**src/rtl/stripe_feeder_pkg.sv**
```systemverilog
// Shared sizing and FSM encoding for the stripe feeder: A/B memory geometry,
// score width and the feeder's state machine states.
package stripe_feeder_pkg;

  localparam int unsigned SEQ_LEN    = 1024;
  localparam int unsigned PE_NUM     = 64;
  localparam int unsigned GAP_CYCLES = 5;
  localparam int unsigned BASE_W     = 2;
  localparam int unsigned SCORE_W    = 14;

  localparam int unsigned A_ADDR_W   = $clog2(SEQ_LEN);
  localparam int unsigned STRIPE_NUM = SEQ_LEN / PE_NUM;
  localparam int unsigned B_ADDR_W   = $clog2(STRIPE_NUM);
  localparam int unsigned B_WORD_W   = PE_NUM * BASE_W;
  localparam int unsigned GAP_W      = $clog2(GAP_CYCLES);
  // One extra bit so that a resume index of SEQ_LEN can be represented.
  localparam int unsigned POS_W      = A_ADDR_W + 1;

  typedef enum logic [2:0] {
    S_IDLE,
    S_B_REQ,
    S_B_CAP,
    S_GAP,
    S_STREAM,
    S_WAIT_END,
    S_FINISH
  } state_t;

endpackage

```
**src/rtl/stripe_max_tracker.sv**
```systemverilog
// Keeps the best stripe score of the current job and the stripe that produced it.
module stripe_max_tracker
  import stripe_feeder_pkg::*;
(
  input  logic                clk,
  input  logic                rst_n,
  input  logic                clear,
  input  logic                sample,
  input  logic [SCORE_W-1:0]  score,
  input  logic [B_ADDR_W-1:0] stripe,
  output logic [SCORE_W-1:0]  max_score,
  output logic [B_ADDR_W-1:0] best_stripe
);

  // Strict compare: an equal score keeps the earlier stripe.
  always_ff @(posedge clk or negedge rst_n) begin
    if (!rst_n) begin
      max_score   <= '0;
      best_stripe <= '0;
    end else if (clear) begin
      max_score   <= '0;
      best_stripe <= '0;
    end else if (sample && (score > max_score)) begin
      max_score   <= score;
      best_stripe <= stripe;
    end
  end

endmodule

```
**src/rtl/stripe_feeder.sv**
```systemverilog
// Feeds a systolic PE array stripe by stripe: loads a B word, waits a gap,
// streams A bases until the array reports stripe end, and tracks the best score.
module stripe_feeder
  import stripe_feeder_pkg::*;
(
  input  logic                i_clk,
  input  logic                i_rst_n,
  input  logic                i_job_start,
  output logic [A_ADDR_W-1:0] o_a_addr,
  input  logic [BASE_W-1:0]   i_a_data,
  output logic [B_ADDR_W-1:0] o_b_addr,
  input  logic [B_WORD_W-1:0] i_b_data,
  output logic                o_pe_start,
  output logic [BASE_W-1:0]   o_pe_a,
  output logic [B_WORD_W-1:0] o_pe_b,
  input  logic                i_stripe_end,
  input  logic [A_ADDR_W-1:0] i_start_position,
  input  logic [SCORE_W-1:0]  i_max_score_stripe,
  output logic                o_busy,
  output logic                o_done,
  output logic [SCORE_W-1:0]  o_max_score,
  output logic [B_ADDR_W-1:0] o_best_stripe
);

  state_t                state, state_n;
  logic [A_ADDR_W-1:0]   a_idx, a_idx_n;
  logic [B_ADDR_W-1:0]   stripe_idx, stripe_n;
  logic [GAP_W-1:0]      gap_cnt, gap_n;
  logic                  pe_start_n;
  logic [B_WORD_W-1:0]   pe_b_n;
  logic                  clear_max, sample_max;
  logic [POS_W-1:0]      resume;
  logic                  a_last, stripe_last;

  assign resume      = POS_W'(i_start_position) + POS_W'(1);
  assign a_last      = (a_idx == A_ADDR_W'(SEQ_LEN - 1));
  assign stripe_last = (stripe_idx == B_ADDR_W'(STRIPE_NUM - 1));

  assign o_a_addr = a_idx;
  assign o_b_addr = stripe_idx;
  // The A memory returns a base one cycle after its address, which is exactly
  // when o_pe_start is high, so the base is forwarded and masked by that flag.
  assign o_pe_a   = o_pe_start ? i_a_data : '0;

  always_ff @(posedge i_clk or negedge i_rst_n) begin
    if (!i_rst_n) begin
      state      <= S_IDLE;
      a_idx      <= '0;
      stripe_idx <= '0;
      gap_cnt    <= '0;
      o_pe_start <= 1'b0;
      o_pe_b     <= '0;
      o_busy     <= 1'b0;
      o_done     <= 1'b0;
    end else begin
      state      <= state_n;
      a_idx      <= a_idx_n;
      stripe_idx <= stripe_n;
      gap_cnt    <= gap_n;
      o_pe_start <= pe_start_n;
      o_pe_b     <= pe_b_n;
      o_busy     <= (state_n != S_IDLE);
      o_done     <= (state_n == S_FINISH);
    end
  end

  always_comb begin
    state_n    = state;
    a_idx_n    = a_idx;
    stripe_n   = stripe_idx;
    gap_n      = gap_cnt;
    pe_start_n = 1'b0;
    pe_b_n     = o_pe_b;
    clear_max  = 1'b0;
    sample_max = 1'b0;
    unique case (state)
      S_IDLE: begin
        if (i_job_start) begin
          state_n   = S_B_REQ;
          a_idx_n   = '0;
          stripe_n  = '0;
          clear_max = 1'b1;
        end
      end
      S_B_REQ: state_n = S_B_CAP;
      S_B_CAP: begin
        pe_b_n  = i_b_data;
        gap_n   = '0;
        state_n = S_GAP;
      end
      S_GAP: begin
        if (gap_cnt == GAP_W'(GAP_CYCLES - 1)) begin
          state_n = S_STREAM;
        end else begin
          gap_n = gap_cnt + GAP_W'(1);
        end
      end
      S_STREAM, S_WAIT_END: begin
        // Stripe end takes priority over issuing the next (or last) address.
        if (i_stripe_end) begin
          sample_max = 1'b1;
          stripe_n   = stripe_idx + B_ADDR_W'(1);
          a_idx_n    = A_ADDR_W'(resume);
          if (stripe_last || (resume >= POS_W'(SEQ_LEN))) begin
            state_n = S_FINISH;
          end else begin
            state_n = S_B_REQ;
          end
        end else if (state == S_STREAM) begin
          pe_start_n = 1'b1;
          if (a_last) begin
            state_n = S_WAIT_END;
          end else begin
            a_idx_n = a_idx + A_ADDR_W'(1);
          end
        end
      end
      S_FINISH: state_n = S_IDLE;
      default:  state_n = S_IDLE;
    endcase
  end

  stripe_max_tracker u_max (
    .clk         (i_clk),
    .rst_n       (i_rst_n),
    .clear       (clear_max),
    .sample      (sample_max),
    .score       (i_max_score_stripe),
    .stripe      (stripe_idx),
    .max_score   (o_max_score),
    .best_stripe (o_best_stripe)
  );

endmodule
```
**config.mk**
```make
export PLATFORM = sky130hd
export DESIGN_NAME = stripe_feeder
export DESIGN_NICKNAME = d
export VERILOG_FILES = /design/src/rtl/stripe_feeder_pkg.sv /design/src/rtl/stripe_max_tracker.sv /design/src/rtl/stripe_feeder.sv
export SDC_FILE = /design/constraint.sdc
export NUM_CORES = 1
export LEC_CHECK = 0
export CAP_MARGIN = 20
export CELL_PAD_IN_SITES_DETAIL_PLACEMENT = 1
export CELL_PAD_IN_SITES_GLOBAL_PLACEMENT = 2
export CORE_MARGIN = 5
export CORE_UTILIZATION = 26
export CTS_CLUSTER_SIZE = 25
export DETAILED_ROUTE_END_ITERATION = 7
export GPL_TIMING_DRIVEN = 1
export PLACE_DENSITY_LB_ADDON = 0.2
export REMOVE_ABC_BUFFERS = 1
export SETUP_SLACK_MARGIN = 0.05
export SYNTH_ARGS = -nofsm -noshare
export SYNTH_HDL_FRONTEND = slang
export SYNTH_SLANG_ARGS = --single-unit
export TNS_END_PERCENT = 20
```
**constraint.sdc**
```tcl
create_clock -name i_clk -period 2.6 [get_ports i_clk]
set_input_delay 0.39 -clock i_clk [delete_from_list [all_inputs] [get_ports i_clk]]
set_output_delay 0.39 -clock i_clk [all_outputs]
set_load 0.03 [all_outputs]
```
==> results of run 1 <==
## cells in the final DEF, fill, tap and decap left out, drive strengths merged, types with 2 or more instances in the layout
cell             n
nand4           22
a21oi           12
nand2b           2
a21o             2
nand2           29
o211ai           2
clkbuf          18
inv             44
a32o             2
nand3           24
xnor2            8
ha              19
and4             5
dfrtp          169
mux2           128
clkinv           4
clkinvlp         2
buf             24
nand3b           3
nor2b            4
clkdlybuf4s50  321
o31ai            4
xor2             5
mux2i            7
and3             4
o221ai          14
nor2            11
and2             6
o21ai           12
## what timing repair did
action,in CTS,in global routing
hold buffers,1,0
hold endpoints to repair,54,0
buffers inserted,0,0
## power groups by stage
stage,clock [uW],sequential [uW],combinational (uW)
final,2560,4480,7600
after global routing,2770,4650,7990
after detailed placement,0,4550,7720
after floorplan,0,6750,2100
after global placement,0,4500,7660
after CTS,2660,4500,7740
## layout make-up
class,count,area (um2),share of cell area (%)
timing repair buffer,346,3510,29.4
sequential,169,4230,35.5
tap,384,480,4.03
inverter,36,135,1.13
multi-input combinational,341,2980,25.0
clock inverter,14,145,1.22
clock buffer,18,439,3.69
## logic make-up after synthesis
| logic type | after synthesis | synth area share, % |
|---|---|---|
| flops | 169 | 56.6 |
| fa+ha+maj | 19 | 3.18 |
| mux | 135 | 20.2 |
| simple gates | 114 | 8.11 |
| xor+xnor | 13 | 1.53 |
| compound gates | 60 | 6.79 |
| buf+inv | 63 | 3.50 |
## through the flow
| stage | instance area (um2) | cells | util (%) |
|---|---|---|---|
| after CTS | 11900 | 1308 | 41.7 |
| final | 11900 | 1308 | 41.7 |
| after detailed placement | 11300 | 1275 | 39.7 |
| after global placement | 11300 | 1275 | 39.7 |
| after global routing | 11900 | 1308 | 41.7 |
| after floorplan | 7340 | 546 | - |
## per-layer routing
layer | part of all wire [%] | wire [um]
met1 | 44 | 11300
met2 | 49 | 12700
met3 | 5.3 | 1370
met4 | 1.9 | 498
met5 | 0.097 | 25
## registers in the layout, indices dropped and copies added, names as in the netlist
| name | count |
|---|---|
| o_a_addr | 10 |
| state | 3 |
| o_pe_start | 1 |
| o_b_addr | 4 |
| o_busy | 1 |
| gap_cnt | 3 |
| o_pe_b | 128 |
| u_max.best_stripe | 4 |
| o_done | 1 |
| u_max.max_score | 14 |
## how the worst min path moves through the flow
stage	startpoint	endpoint	slack [ns]	cells after the start
2_1_floorplan	i_rst_n	gap_cnt[0]	0.09	0
3_3_place_gp	i_rst_n	o_pe_b[121]	0.42	1
3_5_place_dp	i_rst_n	o_pe_b[121]	0.41	1
4_1_cts	o_pe_b[9]	o_pe_b[9]	0.51	1
5_1_grt	o_pe_b[1]	o_pe_b[1]	0.52	1
6_report	i_rst_n	o_pe_b[121]	0.51	2
==> out/metrics.csv, run 1 <==
stage,metric,value,unit
clock_tree,Num CTS Buffers,17,
worst_hold_path,worst min path class,input port to async pin,
finish,layout cells sized above 1,21.8,%
placement,DP Wirelength,20.0,mm
yosys,Mapped Cells,573,
setup_path,Setup crit start,u_max.max_score[8],
power_and_ir_drop,Clk pwr share,17.5,%
global_routing,first-pass GRT wire length,39.7,mm
finish,n_diodes,0,
yosys,"Seq/Total Area, Yosys",56.6,%
finish,area grow syn2layout,59.6,%
floorplanning,row count,62,
setup_path,Worst Path Buf+Inv,2,
yosys,post-synthesis async set-or-reset flop share,100,%
timing,fin crit period,2.23,ns
detailed_routing,via/cell ratio,4.51,
timing,Final period util,86.0,%
timing,Worst Max-Slew Pin Slew,0.925,ns
global_routing,GR peak layer,met2,
setup_path,slowest stage cell on the critical path,dfrtp_1,
detailed_routing,post-detailed-routing wire length,25.9,mm
global_routing,met2 Usage GRT,27.1,%
yosys,"EDFF count, synth",0,
setup_path,CP max FO,12,
timing,setup TNS,0,ns
timing,setup ws final,0.365,ns
detailed_routing,via count,5893,
setup_path,reg-to-reg critical path startpoint,u_max.max_score[8],
setup_path,CP endpoint,u_max.best_stripe[3],
timing,WHS,0.507,ns
setup_path,CP Data Arrival Time,2.58,ns
clock_tree,worst skew pair latency,0.43,ns
yosys,Avg Inst Size Synth,13.0,um2
setup_path,Startpoint Class,flop,
floorplanning,Starting Density,26.2,%
yosys,most common cell in the synthesized netlist,dfrtp_1,
timing,Peak Freq,447,MHz
clock_tree,clock sinks,169,
clock_tree,Bufs on Longest Clock Path,2,
global_routing,GRT Total Usage,15.8,%
setup_path,Worst R2R Setup Slack,0.37,ns
floorplanning,# IOs,323,
setup_path,Critical Path Sink Type,flop,
yosys,"Top FF cell, synth",dfrtp_1,
floorplanning,die height,179,um
finish,Fillers,3083,
power_and_ir_drop,P_sw,5980,uW
timing,post-route clock skew,0.0146,ns
yosys,leading area contributor after synthesis,dfrtp_1,
power_and_ir_drop,Sw Ratio,40.8,%
floorplanning,Core Area,0.0285,mm2
clock_tree,Root Buffer,clkbuf_16,
power_and_ir_drop,PD cells,1230,mW/mm2
setup_path,FF-to-FF path depth,8,
floorplanning,die width,179,um
global_routing,largest net degree at the start of global routing,58,
power_and_ir_drop,sequential share of power,30.6,%
timing,Hold Fails Final Rpt,0,
global_routing,met3 GRT Util,4.53,%
timing,"Slew Viols, Final",0,
clock_tree,H-tree lvl count,4,
global_routing,vias in the first global route,6281,
floorplanning,DIE AREA,0.0322,mm2
timing,Rel. slew slack,38.3,%
setup_path,kind of cell adding the most delay to the critical path,compound AO/OA/AOI/OAI gates,
setup_path,FF-to-FF End,u_max.best_stripe[3],
clock_tree,cts repair resizes,0,
yosys,ranking of synthesized cells by area,"dfrtp_1, mux2_2, ha_1",
yosys,area of the mapped netlist,0.00747,mm2
yosys,Yosys top cell area share,56.6,%
detailed_routing,WL per Instance,19.8,um
yosys,top cell types by occurrence after synthesis,"dfrtp_1, mux2_2, inv_1",
timing,final setup vio count,0,
flow_run,total of max-cap violations,0,
clock_tree,Clock transition at path regs,0.08,ns
run_status,status,finished clean,
power_and_ir_drop,internal cell power,8660,uW
setup_path,CP cell instances,"inv_1, ha_1, and3_4, a221o_1, a21bo_1, o31ai_4, buf_12, mux2i_1",
detailed_routing,Iteration-0 DRC Markers,205,
yosys,#FFs+latches synth,169,
setup_path,WP depth,8,
global_routing,met1 Track Usage GR,19.5,%
timing,RSZ-0062 raised after global routing,no,
power_and_ir_drop,total power,14600,uW
placement,pre-CTS setup slack,-0.0457,ns
placement,RePlAce Congestion,0.738,
power_and_ir_drop,Comb pwr share,51.9,%
global_routing,initial antenna violation count,2,
setup_path,Worst Path Required,2.95,ns
placement,Buffers on Ports,322,
power_and_ir_drop,worst vdd ir,0.000478,V
setup_path,CP peak stage delay,0.41,ns
power_and_ir_drop,Static Leakage,0.00510,uW
setup_path,CP Class,flop to flop,
detailed_routing,TritonRoute pass-1 iters,4,
global_routing,grt ovf,0,
yosys,synth unique cells,49,
detailed_routing,Post-DRT Antenna Nets,0,
yosys,yosys warns,0,
finish,final net count,1088,
clock_tree,CTS tree,yes,
detailed_routing,DRC,0,
No activity file was read; power rests on OpenSTA's default activity.
==> run 2, diff against run 1 <==
Settings changed: GPL_TIMING_DRIVEN 1 to 0, PLACE_DENSITY_LB_ADDON 0.2 to 0.1.
==> run 2 against run 1 <==
  * Utilization is 0.36 points lower
  * Register-to-register slack got worse by 0.19 ns
  * Sequential share of layout area increased by 0.31 points
  * Critical path depth shrank 3
  * Critical path type unchanged
  * Highest routed layer unchanged
==> out/metrics.csv, run 2 (synthesis gave the netlist of run 1 again) <==
stage,metric,value,unit
setup_path,WP depth,5,
clock_tree,Num CTS Buffers,17,
global_routing,grt ovf,0,
floorplanning,Starting Density,26.2,%
timing,Hold Fails Final Rpt,0,
setup_path,Startpoint Class,flop,
detailed_routing,post-detailed-routing wire length,26.6,mm
finish,Final Instance Count excl. Fillers,1296,
setup_path,CP max FO,63,
timing,Rel. slew slack,35.7,%
setup_path,Critical Path Sink Type,flop,
detailed_routing,Post-DRT Antenna Nets,0,
global_routing,first-pass GRT wire length,41.2,mm
clock_tree,CTS tree,yes,
detailed_routing,TritonRoute pass-1 iters,4,
global_routing,largest net degree at the start of global routing,99,
finish,"leading cell types in the layout, fill and taps excluded","clkdlybuf4s50_1, dfrtp_1, mux2_2",
clock_tree,Root Buffer,clkbuf_16,
floorplanning,# IOs,323,
floorplanning,Core Area,0.0285,mm2
finish,layout cells sized above 1,21.0,%
setup_path,Worst Path Buf+Inv,2,
finish,Reg with most FFs,o_pe_b,
run_status,status,finished clean,
power_and_ir_drop,Static Leakage,0.00502,uW
finish,area grow syn2layout,58.2,%
flow_run,total of max-cap violations,0,
timing,Worst Max-Slew Pin Slew,0.951,ns
detailed_routing,Iteration-0 DRC Markers,183,
placement,Buffers on Ports,322,
setup_path,FF-to-FF path depth,5,
power_and_ir_drop,PD cells,1240,mW/mm2
placement,DP Wirelength,20.4,mm
detailed_routing,WL per Instance,20.5,um
floorplanning,die height,179,um
timing,"Slew Viols, Final",0,
detailed_routing,via/cell ratio,4.56,
timing,Peak Freq,413,MHz
timing,Final period util,93.2,%
placement,Placed Instances,1258,
detailed_routing,via count,5904,
clock_tree,H-tree lvl count,4,
finish,"most common cell after layout, fill and taps aside",clkdlybuf4s50_1,
finish,final net count,1073,
setup_path,CP cell instances,"nor2b_2, and2_4, buf_12, buf_16, mux2_2",
floorplanning,die width,179,um
worst_hold_path,worst hold path depth,1,
finish,final core utilization,41.4,%
placement,RePlAce Congestion,0.736,
timing,fin crit period,2.42,ns
timing,final setup vio count,0,
setup_path,slowest stage cell on the critical path,dfrtp_1,
timing,RSZ-0062 raised after global routing,no,
global_routing,initial antenna violation count,7,
setup_path,kind of cell adding the most delay to the critical path,simple AND/OR/NAND/NOR gates,
worst_hold_path,worst min path class,flop to flop,
setup_path,CP Data Arrival Time,2.73,ns
detailed_routing,DRC,0,
clock_tree,Bufs on Longest Clock Path,2,
setup_path,CP peak stage delay,0.46,ns
clock_tree,worst skew pair latency,0.43,ns
floorplanning,row count,62,
power_and_ir_drop,worst vdd ir,0.000587,V
timing,WHS,0.506,ns
setup_path,Worst Path Required,2.90,ns
clock_tree,clock sinks,169,
finish,Largest register FFs,128,
floorplanning,DIE AREA,0.0322,mm2
global_routing,GRT Total Usage,16.2,%
timing,post-route clock skew,0.0171,ns
setup_path,CP Class,flop to flop,
global_routing,vias in the first global route,6363,
clock_tree,Clock transition at path regs,0.07,ns
## run 2: cell count changes in the layout (fill, tap and decap cells not counted), moves of 2 or more
cell | before | now
diode_2 | 0 | 3
buf_4 | 15 | 2
buf_12 | 8 | 1
buf_16 | 0 | 3
buf_8 | 0 | 2
inv_6 | 4 | 2
## run 2: per-layer routing
layer | part of all wire, % | vias up | track usage (%)
met3 | 5.4 | 27 | 4.69
met2 | 49 | 199 | 27.0
met4 | 1.1 | 10 | 3.57
li1 | - | 2707 | -
met5 | 0.26 | - | 0
met1 | 44 | 2961 | 21.1
## run 2: layout make-up
cell class                 instances  area, um2
sequential                       169       4230
fill                            3035      16700
multi-input combinational        342       3000
inverter                          36        135
clock buffer                      18        439
clock inverter                    14        148
antenna                            3       7.51
timing repair buffer             330       3370
tap                              384        480
## run 2: per-stage QoR
stage	setup WS, ns	power (uW)	instance area [um2]	setup TNS, ns
after floorplan	-1.65	8850	7340	-211.67
after global placement	-6.24	11800	11000	-1494.93
after detailed placement	-0.489	12300	11200	-9.86
after CTS	0.0877	14800	11800	0
after global routing	0.0517	15400	11800	0
final	0.177	14600	11800	0
## run 2: worst paths after layout
check / from / endpoint / slack [ns]
worst min-delay path: o_pe_b[75] / o_pe_b[75] / 0.51
worst max-delay path: state[1] / o_pe_b[101] / 0.18
worst max register to register: state[1] / o_pe_b[101] / 0.18
max in group asynchronous: i_rst_n / o_pe_b[77] / 1.13
min in group asynchronous: i_rst_n / o_pe_b[107] / 0.53
worst min register to register: o_pe_b[75] / o_pe_b[75] / 0.51
## run 2: power by group
group | internal, uW | switching [uW] | leakage (uW)
clock network | 1310 | 1220 | 0.000282
logic | 3490 | 4110 | 0.00276
registers | 3810 | 702 | 0.00198
total | 8620 | 6030 | 0.00502
## run 2: worst register-to-register path, cell delays in order, from the launching register on
cell,delay [ns]
dfrtp_1,0.46
nor2b_2,0.41
and2_4,0.39
buf_12,0.27
buf_16,0.33
mux2_2,0.44
## run 2: repair_timing
action	CTS	global route
setup buffers	0	1
gates cloned	0	1
hold buffers	1	0
setup endpoints to repair	15	74
hold endpoints to repair	71	0
resized for setup	2	2
pin swaps	0	2
==> run 3, diff against run 2 <==
Settings changed: CELL_PAD_IN_SITES_DETAIL_PLACEMENT 1 to default, CELL_PAD_IN_SITES_GLOBAL_PLACEMENT 2 to default, CORE_UTILIZATION 26 to 40, PLACE_DENSITY from default to 0.77, PLACE_DENSITY_LB_ADDON 0.1 to default.
==> run 3 against run 2 <==
  * Worst hold slack worse by 0.0018 ns
  * Critical path depth unchanged
  * Register-to-register slack better by 0.04 ns
  * Highest routed layer unchanged
  * Global-route usage up 3.9 points
  * Count of clock-buffer cells in the layout unchanged
  * Sequential share of layout area up 0.59 points
  * Maximum frequency up 1.8%
  * Utilization up 21 points
==> out/metrics.csv, run 3 (synthesis gave the netlist of run 1 again) <==
stage,metric,value,unit
global_routing,largest net degree at the start of global routing,93,
timing,"Slew Viols, Final",0,
setup_path,Worst R2R Setup Slack,0.22,ns
detailed_routing,Iteration-0 DRC Markers,209,
floorplanning,die width,147,um
global_routing,initial antenna violation count,2,
timing,Hold Fails Final Rpt,0,
finish,Final Instance Count excl. Fillers,1142,
global_routing,first-pass GRT wire length,33.9,mm
finish,"most common cell after layout, fill and taps aside",clkdlybuf4s50_1,
finish,area grow syn2layout,55.6,%
floorplanning,Starting Density,40.3,%
global_routing,GRT Total Usage,20.2,%
power_and_ir_drop,total power,14500,uW
clock_tree,CTS tree,yes,
setup_path,Critical Path Sink Type,flop,
setup_path,kind of cell adding the most delay to the critical path,simple AND/OR/NAND/NOR gates,
detailed_routing,via/cell ratio,5.08,
detailed_routing,via count,5807,
floorplanning,die height,147,um
finish,"leading cell types in the layout, fill and taps excluded","clkdlybuf4s50_1, dfrtp_1, mux2_2",
power_and_ir_drop,Static Leakage,0.00503,uW
clock_tree,Root Buffer,clkbuf_16,
finish,Reg with most FFs,o_pe_b,
placement,DP Wirelength,16.7,mm
setup_path,slowest stage cell on the critical path,dfrtp_1,
power_and_ir_drop,PD cells,1250,mW/mm2
finish,final core utilization,62.7,%
global_routing,vias in the first global route,5757,
setup_path,CP cell instances,"nor2b_1, and2_4, buf_16, buf_16, mux2_2",
finish,Largest register FFs,128,
setup_path,"Top cell by count, worst path",buf_16,
finish,Fillers,1499,
detailed_routing,TritonRoute pass-1 iters,4,
worst_hold_path,worst min path class,flop to flop,
finish,n_diodes,0,
detailed_routing,Post-DRT Antenna Nets,0,
timing,post-route clock skew,0.0114,ns
detailed_routing,WL per Instance,19.0,um
clock_tree,Clock transition at path regs,0.07,ns
timing,RSZ-0062 raised after global routing,no,
finish,final net count,1072,
setup_path,CP Class,flop to flop,
detailed_routing,post-detailed-routing wire length,21.7,mm
floorplanning,# IOs,323,
global_routing,grt ovf,0,
clock_tree,Num CTS Buffers,17,
clock_tree,worst skew pair latency,0.42,ns
flow_run,total of max-cap violations,0,
timing,Peak Freq,420,MHz
placement,Buffers on Ports,322,
setup_path,Startpoint Class,flop,
setup_path,Worst Path Required,2.90,ns
timing,setup TNS,0,ns
setup_path,CP peak stage delay,0.46,ns
detailed_routing,DRC,0,
timing,Final period util,91.6,%
power_and_ir_drop,worst vdd ir,0.000544,V
clock_tree,clock sinks,169,
setup_path,CP max FO,62,
finish,layout cells sized above 1,20.5,%
timing,Worst Max-Slew Pin Slew,0.901,ns
floorplanning,DIE AREA,0.0215,mm2
timing,final setup vio count,0,
run_status,status,finished clean,
timing,fin crit period,2.38,ns
setup_path,Worst Path Buf+Inv,2,
clock_tree,Bufs on Longest Clock Path,2,
placement,RePlAce Congestion,0.783,
placement,Placed Instances,1107,
setup_path,CP Data Arrival Time,2.68,ns
floorplanning,row count,50,
timing,Rel. slew slack,39.9,%
clock_tree,H-tree lvl count,4,
floorplanning,Core Area,0.0185,mm2
-- run 3: timing repair --
item                       4_1_cts  5_1_grt
gates resized for setup          0        1
setup endpoints to repair       18        6
hold buffers                     1        0
pin swaps                        1        0
hold endpoints to repair        77        0
gates cloned                     0        0
setup buffers                    2        0
-- run 3: per-layer routing --
| metal | vias to the layer above | share of wire [%] | GRT usage (%) |
|---|---|---|---|
| met5 | - | 0.13 | 0 |
| met4 | 4 | 2.0 | 5.97 |
| met3 | 31 | 7.2 | 7.23 |
| met2 | 214 | 50 | 34.1 |
| met1 | 2843 | 41 | 24.2 |
| li1 | 2715 | - | - |
-- run 3: path summary, 6_finish.rpt --
check / endpoint / cells after the start / startpoint
worst max register to register: o_pe_b[96] / 5 / state[1]
worst min-delay path: o_pe_b[121] / 1 / o_pe_b[121]
max in group asynchronous: o_pe_b[37] / 3 / i_rst_n
worst min register to register: o_pe_b[121] / 1 / o_pe_b[121]
worst max-delay path: o_pe_b[96] / 5 / state[1]
min in group asynchronous: o_pe_b[107] / 2 / i_rst_n
-- run 3: final cells by class --
| class | instances | area [um2] | area share [%] |
|---|---|---|---|
| sequential | 169 | 4230 | 36.4 |
| clock inverter | 14 | 176 | 1.52 |
| clock buffer | 18 | 429 | 3.69 |
| tap | 234 | 293 | 2.52 |
| multi-input combinational | 341 | 2980 | 25.7 |
| timing repair buffer | 330 | 3370 | 29.0 |
| inverter | 36 | 135 | 1.16 |
-- run 3: power breakdown --
part | switching [uW] | internal, uW
registers | 646 | 3810
logic | 3970 | 3500
clock network | 1140 | 1460
total | 5760 | 8770
-- run 3: stage by stage --
step | setup slack (ns) | hold slack (ns) | instance area, um2
2_1_floorplan | -1.65 | 0.0944 | 7340
3_3_place_gp | -6.11 | 0.488 | 10900
3_5_place_dp | -0.747 | 0.413 | 11000
4_1_cts | 0.165 | 0.508 | 11600
5_1_grt | 0.0737 | 0.516 | 11600
6_report | 0.219 | 0.504 | 11600
